`config.mk`:
```
export PLATFORM = sky130hd
export DESIGN_NAME = rfphoenix_icmiss_ctrl
export DESIGN_NICKNAME = d
export VERILOG_FILES = /design/src/rtl/rfphoenix_icmiss_ctrl_pkg.sv /design/src/rtl/rfphoenix_icmiss_ctrl_victim.sv /design/src/rtl/rfphoenix_icmiss_ctrl.sv
export SDC_FILE = /design/constraint.sdc
export NUM_CORES = 1
export LEC_CHECK = 0
export ABC_CLOCK_PERIOD_IN_PS = 5090
export CORE_AREA = 2 2 146 148
export CTS_BUF_LIST = sky130_fd_sc_hd__clkbuf_4
export DETAILED_ROUTE_END_ITERATION = 10
export DIE_AREA = 0 0 148 150
export SLEW_MARGIN = 20
export SYNTH_ARGS = -nofsm -noshare
export SYNTH_HDL_FRONTEND = slang
export SYNTH_HIERARCHICAL = 1
export SYNTH_SLANG_ARGS = --single-unit
```
`constraint.sdc`:
```
create_clock -name clk -period 5.09 [get_ports clk]
set_clock_uncertainty 0.1 [all_clocks]
set_input_delay 1.018 -clock clk [delete_from_list [all_inputs] [get_ports clk]]
set_output_delay 1.018 -clock clk [all_outputs]
set_load 0.005 [all_outputs]
```
`src/rtl/rfphoenix_icmiss_ctrl_pkg.sv`:
```
// Shared types and constants for the instruction-cache miss/maintenance controller.
package rfphoenix_icmiss_ctrl_pkg;

  typedef enum logic [2:0] {
    IDLE,
    REQ,
    BEAT,
    TAG,
    INV
  } icmiss_state_t;

  localparam int ICLINE_BEATS = 4;

  // Upper tag bits of an invalidated entry: all ones lands in uncached I/O space.
  localparam logic [63:0] IC_INV_TAG_HI = '1;

endpackage

```
`src/rtl/rfphoenix_icmiss_ctrl_victim.sv`:
```
// Round-robin victim-way selector; interface kept small so an LRU can drop in later.
module rfphoenix_icmiss_ctrl_victim (
  input  logic       clk,
  input  logic       rst,
  input  logic       advance,
  output logic [1:0] way
);

  always_ff @(posedge clk or negedge rst) begin
    if (!rst) begin
      way <= 2'd0;
    end else if (advance) begin
      way <= way + 2'd1;
    end
  end

endmodule

```
`src/rtl/rfphoenix_icmiss_ctrl.sv`:
```
// I$ miss refill and full-invalidate sequencer; sole writer of the I$ tag store.
module rfphoenix_icmiss_ctrl
  import rfphoenix_icmiss_ctrl_pkg::*;
#(
  parameter int AWID  = 32,
  parameter int LINES = 128,
  parameter int WAYS  = 4
) (
  input  logic            clk,
  input  logic            rst,
  input  logic            fetch_v,
  input  logic [AWID-1:0] ip,
  input  logic [3:0]      hit,
  input  logic            invall,
  output logic            busy,
  output logic            done,
  output logic            mreq,
  output logic [AWID-1:0] madr,
  input  logic            mack,
  input  logic            mdat_v,
  input  logic [127:0]    mdat,
  output logic            dwr,
  output logic [1:0]      dway,
  output logic [6:0]      dline,
  output logic [1:0]      dbeat,
  output logic [127:0]    ddat,
  output logic            twr,
  output logic [AWID-1:0] tipo,
  output logic [1:0]      tway
);

  localparam int WALK_W = $clog2(LINES * WAYS);
  localparam logic [1:0] LAST_BEAT = 2'(ICLINE_BEATS - 1);

  icmiss_state_t     state;
  logic [AWID-1:0]   miss;
  logic [1:0]        victim;
  logic [1:0]        rr;
  logic [1:0]        beat;
  logic [WALK_W-1:0] w;
  logic [WALK_W-1:0] w_next;
  logic              pend;

  function automatic logic [AWID-1:0] inv_addr(input logic [6:0] idx);
    return {IC_INV_TAG_HI[AWID-14:0], idx, 6'b0};
  endfunction

  assign w_next = w + 1'b1;

  rfphoenix_icmiss_ctrl_victim u_victim (
    .clk     (clk),
    .rst     (rst),
    .advance (state == TAG),
    .way     (rr)
  );

  // Data-array writes follow the memory beats directly; the tag waits for the last one.
  assign dwr   = (state == BEAT) && mdat_v;
  assign dway  = victim;
  assign dline = miss[12:6];
  assign dbeat = beat;
  assign ddat  = dwr ? mdat : '0;

  always_ff @(posedge clk or negedge rst) begin
    if (!rst) begin
      state  <= IDLE;
      miss   <= '0;
      victim <= 2'd0;
      beat   <= 2'd0;
      w      <= '0;
      pend   <= 1'b0;
      busy   <= 1'b0;
      done   <= 1'b0;
      mreq   <= 1'b0;
      madr   <= '0;
      twr    <= 1'b0;
      tipo   <= '0;
      tway   <= 2'd0;
    end else begin
      done <= 1'b0;
      if (invall && state != IDLE) pend <= 1'b1;
      case (state)
        IDLE: begin
          if (invall || pend) begin
            state <= INV;
            pend  <= 1'b0;
            w     <= '0;
            busy  <= 1'b1;
            twr   <= 1'b1;
            tway  <= 2'd0;
            tipo  <= inv_addr(7'd0);
          end else if (fetch_v && hit == 4'd0) begin
            state  <= REQ;
            miss   <= ip;
            victim <= rr;
            busy   <= 1'b1;
            mreq   <= 1'b1;
            madr   <= {ip[AWID-1:6], 6'b0};
          end
        end
        REQ: begin
          if (mack) begin
            state <= BEAT;
            beat  <= 2'd0;
            mreq  <= 1'b0;
          end
        end
        BEAT: begin
          if (mdat_v) begin
            beat <= beat + 2'd1;
            if (beat == LAST_BEAT) begin
              state <= TAG;
              twr   <= 1'b1;
              tipo  <= miss;
              tway  <= victim;
              done  <= 1'b1;
            end
          end
        end
        TAG: begin
          state <= IDLE;
          twr   <= 1'b0;
          busy  <= 1'b0;
        end
        INV: begin
          // Outputs always show entry w; the last entry's cycle carries done.
          if (w == '1) begin
            state <= IDLE;
            twr   <= 1'b0;
            busy  <= 1'b0;
          end else begin
            w    <= w_next;
            tway <= w_next[WALK_W-1 -: 2];
            tipo <= inv_addr(w_next[6:0]);
            done <= (w_next == '1);
          end
        end
        default: state <= IDLE;
      endcase
    end
  end

endmodule

```
==> flow_summary.html <==
<table>
<tr><th>Metric</th><th>Value</th></tr>
<tr><th colspan="2">Hold path</th></tr>
<tr><td>Hold-critical path endpoint</td><td>u_victim/way[1]$_DFFE_PN0P_</td></tr>
<tr><td>Worst min-delay path category</td><td>reg2reg</td></tr>
<tr><td>Beginning of the worst hold path</td><td>u_victim/way[1]$_DFFE_PN0P_</td></tr>
<tr><td>Number of cells on the worst hold path</td><td>1</td></tr>
<tr><th colspan="2">Floorplanning</th></tr>
<tr><td>Core Box Area</td><td>20700 um2</td></tr>
<tr><td>Number of top-level pins</td><td>380</td></tr>
<tr><td>Height of the die</td><td>150 um</td></tr>
<tr><td>Initial core utilization</td><td>0.252</td></tr>
<tr><td>Die span in x</td><td>148 um</td></tr>
<tr><td>Area enclosed by the die boundary</td><td>22200 um2</td></tr>
<tr><td>Row count</td><td>53</td></tr>
<tr><th colspan="2">Timing</th></tr>
<tr><td>Smallest hold slack</td><td>0.386 ns</td></tr>
<tr><td>Relative max-transition margin</td><td>0.386</td></tr>
<tr><td>Least setup slack across all paths after layout</td><td>1.09 ns</td></tr>
<tr><td>Tmin final</td><td>4.00 ns</td></tr>
<tr><td>Final count of hold timing violations</td><td>0</td></tr>
<tr><td>Slew at the pin closest to its max-slew limit</td><td>0.922 ns</td></tr>
<tr><td>Unrepaired setup endpoints after global routing</td><td>false</td></tr>
<tr><td>Highest achievable clock rate</td><td>0.250 GHz</td></tr>
<tr><td>Post-Route Setup TNS</td><td>0 ns</td></tr>
<tr><td>Final max-slew violation count</td><td>0</td></tr>
<tr><td>Period utilization</td><td>0.785</td></tr>
<tr><td>Final Setup Violations</td><td>0</td></tr>
<tr><th colspan="2">Synth</th></tr>
<tr><td>Synthesized area per cell</td><td>10.1 um2</td></tr>
<tr><td>Library cell with the largest summed area after synthesis</td><td>sky130_fd_sc_hd__dfrtp_1</td></tr>
<tr><td>Number of register bits inferred by synthesis</td><td>89</td></tr>
<tr><td>Leading cell types by total area after synthesis</td><td>sky130_fd_sc_hd__dfrtp_1 (43%), sky130_fd_sc_hd__and3_1 (16%), sky130_fd_sc_hd__mux2_2 (8.6%)</td></tr>
<tr><td>Mapped cell area</td><td>5220 um2</td></tr>
<tr><td>Number of distinct library cells after synthesis</td><td>45</td></tr>
<tr><td>Cell count after synthesis</td><td>514</td></tr>
<tr><td>Synthesis Warnings</td><td>6</td></tr>
<tr><td>Synth top cells by count</td><td>sky130_fd_sc_hd__and3_1 (130), sky130_fd_sc_hd__dfrtp_1 (89), sky130_fd_sc_hd__buf_4 (43), sky130_fd_sc_hd__mux2_2 (40)</td></tr>
<tr><td>Ys flop type</td><td>sky130_fd_sc_hd__dfrtp_1</td></tr>
<tr><td>Area share of the largest cell type after synthesis</td><td>0.427</td></tr>
<tr><td>Cell with the most instances after synthesis</td><td>sky130_fd_sc_hd__and3_1</td></tr>
<tr><td>Number of enable-type register cells in the synthesized netlist</td><td>0</td></tr>
<tr><td>Seq/Total Area, Yosys</td><td>0.427</td></tr>
<tr><td>Share of synthesized flip-flops with an asynchronous set or reset</td><td>1.00</td></tr>
<tr><th colspan="2">Critical path</th></tr>
<tr><td>Critical R2R Launch</td><td>w[0]$_DFFE_PN0P_</td></tr>
<tr><td>Worst Reg-to-Reg Cells</td><td>9</td></tr>
<tr><td>Worst reg-to-reg setup slack</td><td>2.50 ns</td></tr>
<tr><td>Worst path bufs/invs</td><td>2</td></tr>
<tr><td>Kind of cell adding the most delay to the critical path</td><td>buffers and inverters</td></tr>
<tr><td>Biggest cell delay along the critical path</td><td>0.65 ns</td></tr>
<tr><td>Required time of the critical path</td><td>3.97 ns</td></tr>
<tr><td>Data arrival time of the critical path</td><td>2.88 ns</td></tr>
<tr><td>Critical path launch point type</td><td>flip-flop</td></tr>
<tr><td>Chain of cells forming the critical path</td><td>nor3b_2 -&gt; buf_4 -&gt; and3_1 -&gt; clkdlybuf4s50_1</td></tr>
<tr><td>Slowest library cell on the worst path</td><td>sky130_fd_sc_hd__buf_4</td></tr>
<tr><td>Start-to-end type of the worst setup path</td><td>reg2out</td></tr>
<tr><td>CP Depth</td><td>4</td></tr>
<tr><td>Reg2Reg Capture Point</td><td>tipo[21]$_DFFE_PN0P_</td></tr>
<tr><td>Maximum fanout encountered on the critical timing path</td><td>106</td></tr>
<tr><td>Kind of end point of the critical path</td><td>primary output</td></tr>
<tr><th colspan="2">Cells and area</th></tr>
<tr><td>FILL cells</td><td>2036</td></tr>
<tr><td>Layout cell share with drive strength beyond 1</td><td>0.108</td></tr>
<tr><td>Synthesis-to-finish area growth</td><td>73.6%</td></tr>
<tr><td>Post-route insts no fill</td><td>1111</td></tr>
<tr><td>Post-layout utilization of the core</td><td>0.438</td></tr>
<tr><td>Net count reported at finish</td><td>1001</td></tr>
<tr><th colspan="2">Placement</th></tr>
<tr><td>Final HPWL DP</td><td>15200 um</td></tr>
<tr><td>Minimum setup slack after placement</td><td>1.58 ns</td></tr>
<tr><td>Count of buffers from port buffering</td><td>373</td></tr>
<tr><td>Gpl congestion</td><td>0.740</td></tr>
<tr><td>Cell count after placement</td><td>1091</td></tr>
<tr><th colspan="2">CTS</th></tr>
<tr><td>Hold buffer count at CTS</td><td>0</td></tr>
<tr><td>Sinks on the clock net</td><td>89</td></tr>
<tr><td>CTS H-Tree Depth</td><td>3</td></tr>
<tr><td>Clock tree from TritonCTS</td><td>done</td></tr>
<tr><td>Skew-Pair Late Insertion Delay</td><td>0.46 ns</td></tr>
<tr><td>Clk buf depth</td><td>2</td></tr>
<tr><td>Total of cells resized after clock tree synthesis</td><td>0</td></tr>
<tr><td>Post-CTS Setup Inserts</td><td>0</td></tr>
<tr><td>Clock root buffer</td><td>sky130_fd_sc_hd__clkbuf_4</td></tr>
<tr><td>Number of CTS-inserted buffers</td><td>9</td></tr>
<tr><td>Register clock-pin slew on the reported worst setup and hold paths</td><td>0.14 ns</td></tr>
<tr><th colspan="2">Drt</th></tr>
<tr><td>Drt drc</td><td>0</td></tr>
<tr><td>DRT antenna net count</td><td>0</td></tr>
<tr><td>Aggregate routed wire length</td><td>19800 um</td></tr>
<tr><td>Starting DRT DRC Count</td><td>224</td></tr>
<tr><td>Number of search-and-repair iterations in the first detailed-routing pass</td><td>4</td></tr>
<tr><td>Vias per Instance</td><td>4.45</td></tr>
<tr><td>Via count of the routed design</td><td>4947</td></tr>
<tr><td>DR WL/cell</td><td>17.8 um</td></tr>
<tr><th colspan="2">Global routing</th></tr>
<tr><td>Global-route usage over all layers</td><td>0.166</td></tr>
<tr><td>Wire length of the first global-routing pass</td><td>28400 um</td></tr>
<tr><td>Overall overflow remaining after global route</td><td>0</td></tr>
<tr><td>Antenna violations before repair</td><td>10</td></tr>
<tr><td>Pin count of the biggest net entering global routing</td><td>133</td></tr>
<tr><td>Vias in the first global route</td><td>4666</td></tr>
<tr><th colspan="2">Flow run</th></tr>
<tr><td>Max-cap violations</td><td>0</td></tr>
<tr><th colspan="2">Power</th></tr>
<tr><td>Worst supply voltage drop on vdd</td><td>0.000140 V</td></tr>
<tr><td>Cell Pwr Density</td><td>189 nW/um2</td></tr>
<tr><td>Static Leak</td><td>4.14 nW</td></tr>
<tr><th colspan="2">Run status</th></tr>
<tr><td>Status</td><td>completed</td></tr>
</table>
==> state kept, by name, indices dropped and copies added (netlist names) <==
signal,cells
twr,1
done,1
w,9
dway,2
miss,32
dbeat,2
mreq,1
u_victim/way,2
pend,1
tipo,32
state,3
tway,2
busy,1
==> per-layer routing <==
layer  track usage  routed length [um]
met1         0.212                8270
met2         0.262                9100
met3        0.0780                2180
met4        0.0257                 136
met5             0                  71
==> logic make-up after synthesis <==
kind of cell             Yosys count  synth area share
adder cells (fa/ha/maj)            4           0.00960
AO/OA/AOI/OAI                     41            0.0544
multiplexers                      67             0.157
flip-flops                        89             0.427
AND/OR/NAND/NOR                  211             0.238
XOR/XNOR                           5           0.00840
buffers and inverters             96             0.104
other                              1          0.000719
==> per-stage QoR <==
| stage | area, um2 | power [W] |
|---|---|---|
| finish | 9060 | 0.00171 |
| global route | 9050 | 0.00181 |
| CTS | 9050 | 0.00174 |
| detailed placement | 8880 | 0.00126 |
| global placement | 8880 | 0.00126 |
| floorplan | 5240 | 0.000994 |
==> worst max path at each step <==
stage / start / to / slack (ns)
after floorplan: mdat_v / ddat[100] / 2.32
after global placement: state[2]$_DFFE_PN0P_ / ddat[85] / 1.57
after detailed placement: state[2]$_DFFE_PN0P_ / ddat[85] / 1.58
after CTS: state[2]$_DFFE_PN0P_ / ddat[85] / 1.04
after global routing: state[2]$_DFFE_PN0P_ / ddat[85] / 0.85
final: state[1]$_DFFE_PN0P_ / ddat[85] / 1.09
==> cell type report <==
class | count | area [um2] | share of cell area
clock buffers | 10 | 75.1 | 0.00829
flip-flops and latches | 89 | 2230 | 0.246
well taps | 275 | 344 | 0.0380
inverters | 13 | 48.8 | 0.00539
diodes | 4 | 10.0 | 0.00111
repair buffers | 380 | 3790 | 0.419
clock inverters | 6 | 90.1 | 0.00995
multi-input cells | 334 | 2470 | 0.273
==> layout by cell type (no fill, tap or decap), types with 4 or more instances in the layout <==
master / n
sky130_fd_sc_hd__clkdlybuf4s50_1: 371
sky130_fd_sc_hd__mux2_2: 40
sky130_fd_sc_hd__nand2_1: 32
sky130_fd_sc_hd__mux2i_1: 7
sky130_fd_sc_hd__dfrtp_1: 89
sky130_fd_sc_hd__nand2b_1: 22
sky130_fd_sc_hd__diode_2: 4
sky130_fd_sc_hd__inv_1: 13
sky130_fd_sc_hd__clkbuf_4: 10
sky130_fd_sc_hd__o21ai_0: 14
sky130_fd_sc_hd__ha_1: 4
sky130_fd_sc_hd__nor2_1: 4
sky130_fd_sc_hd__mux2_4: 20
sky130_fd_sc_hd__buf_4: 7
sky130_fd_sc_hd__nand3_1: 5
sky130_fd_sc_hd__and3_1: 129
sky130_fd_sc_hd__a21oi_1: 5
sky130_fd_sc_hd__conb_1: 6
==> report_power, final <==
part / internal, W / switching [W]
Combinational: 0.000264 / 0.000150
Clock: 0.000208 / 0.000259
Sequential: 0.000768 / 0.0000593
Note: power is estimated with default switching activity, not from simulation.
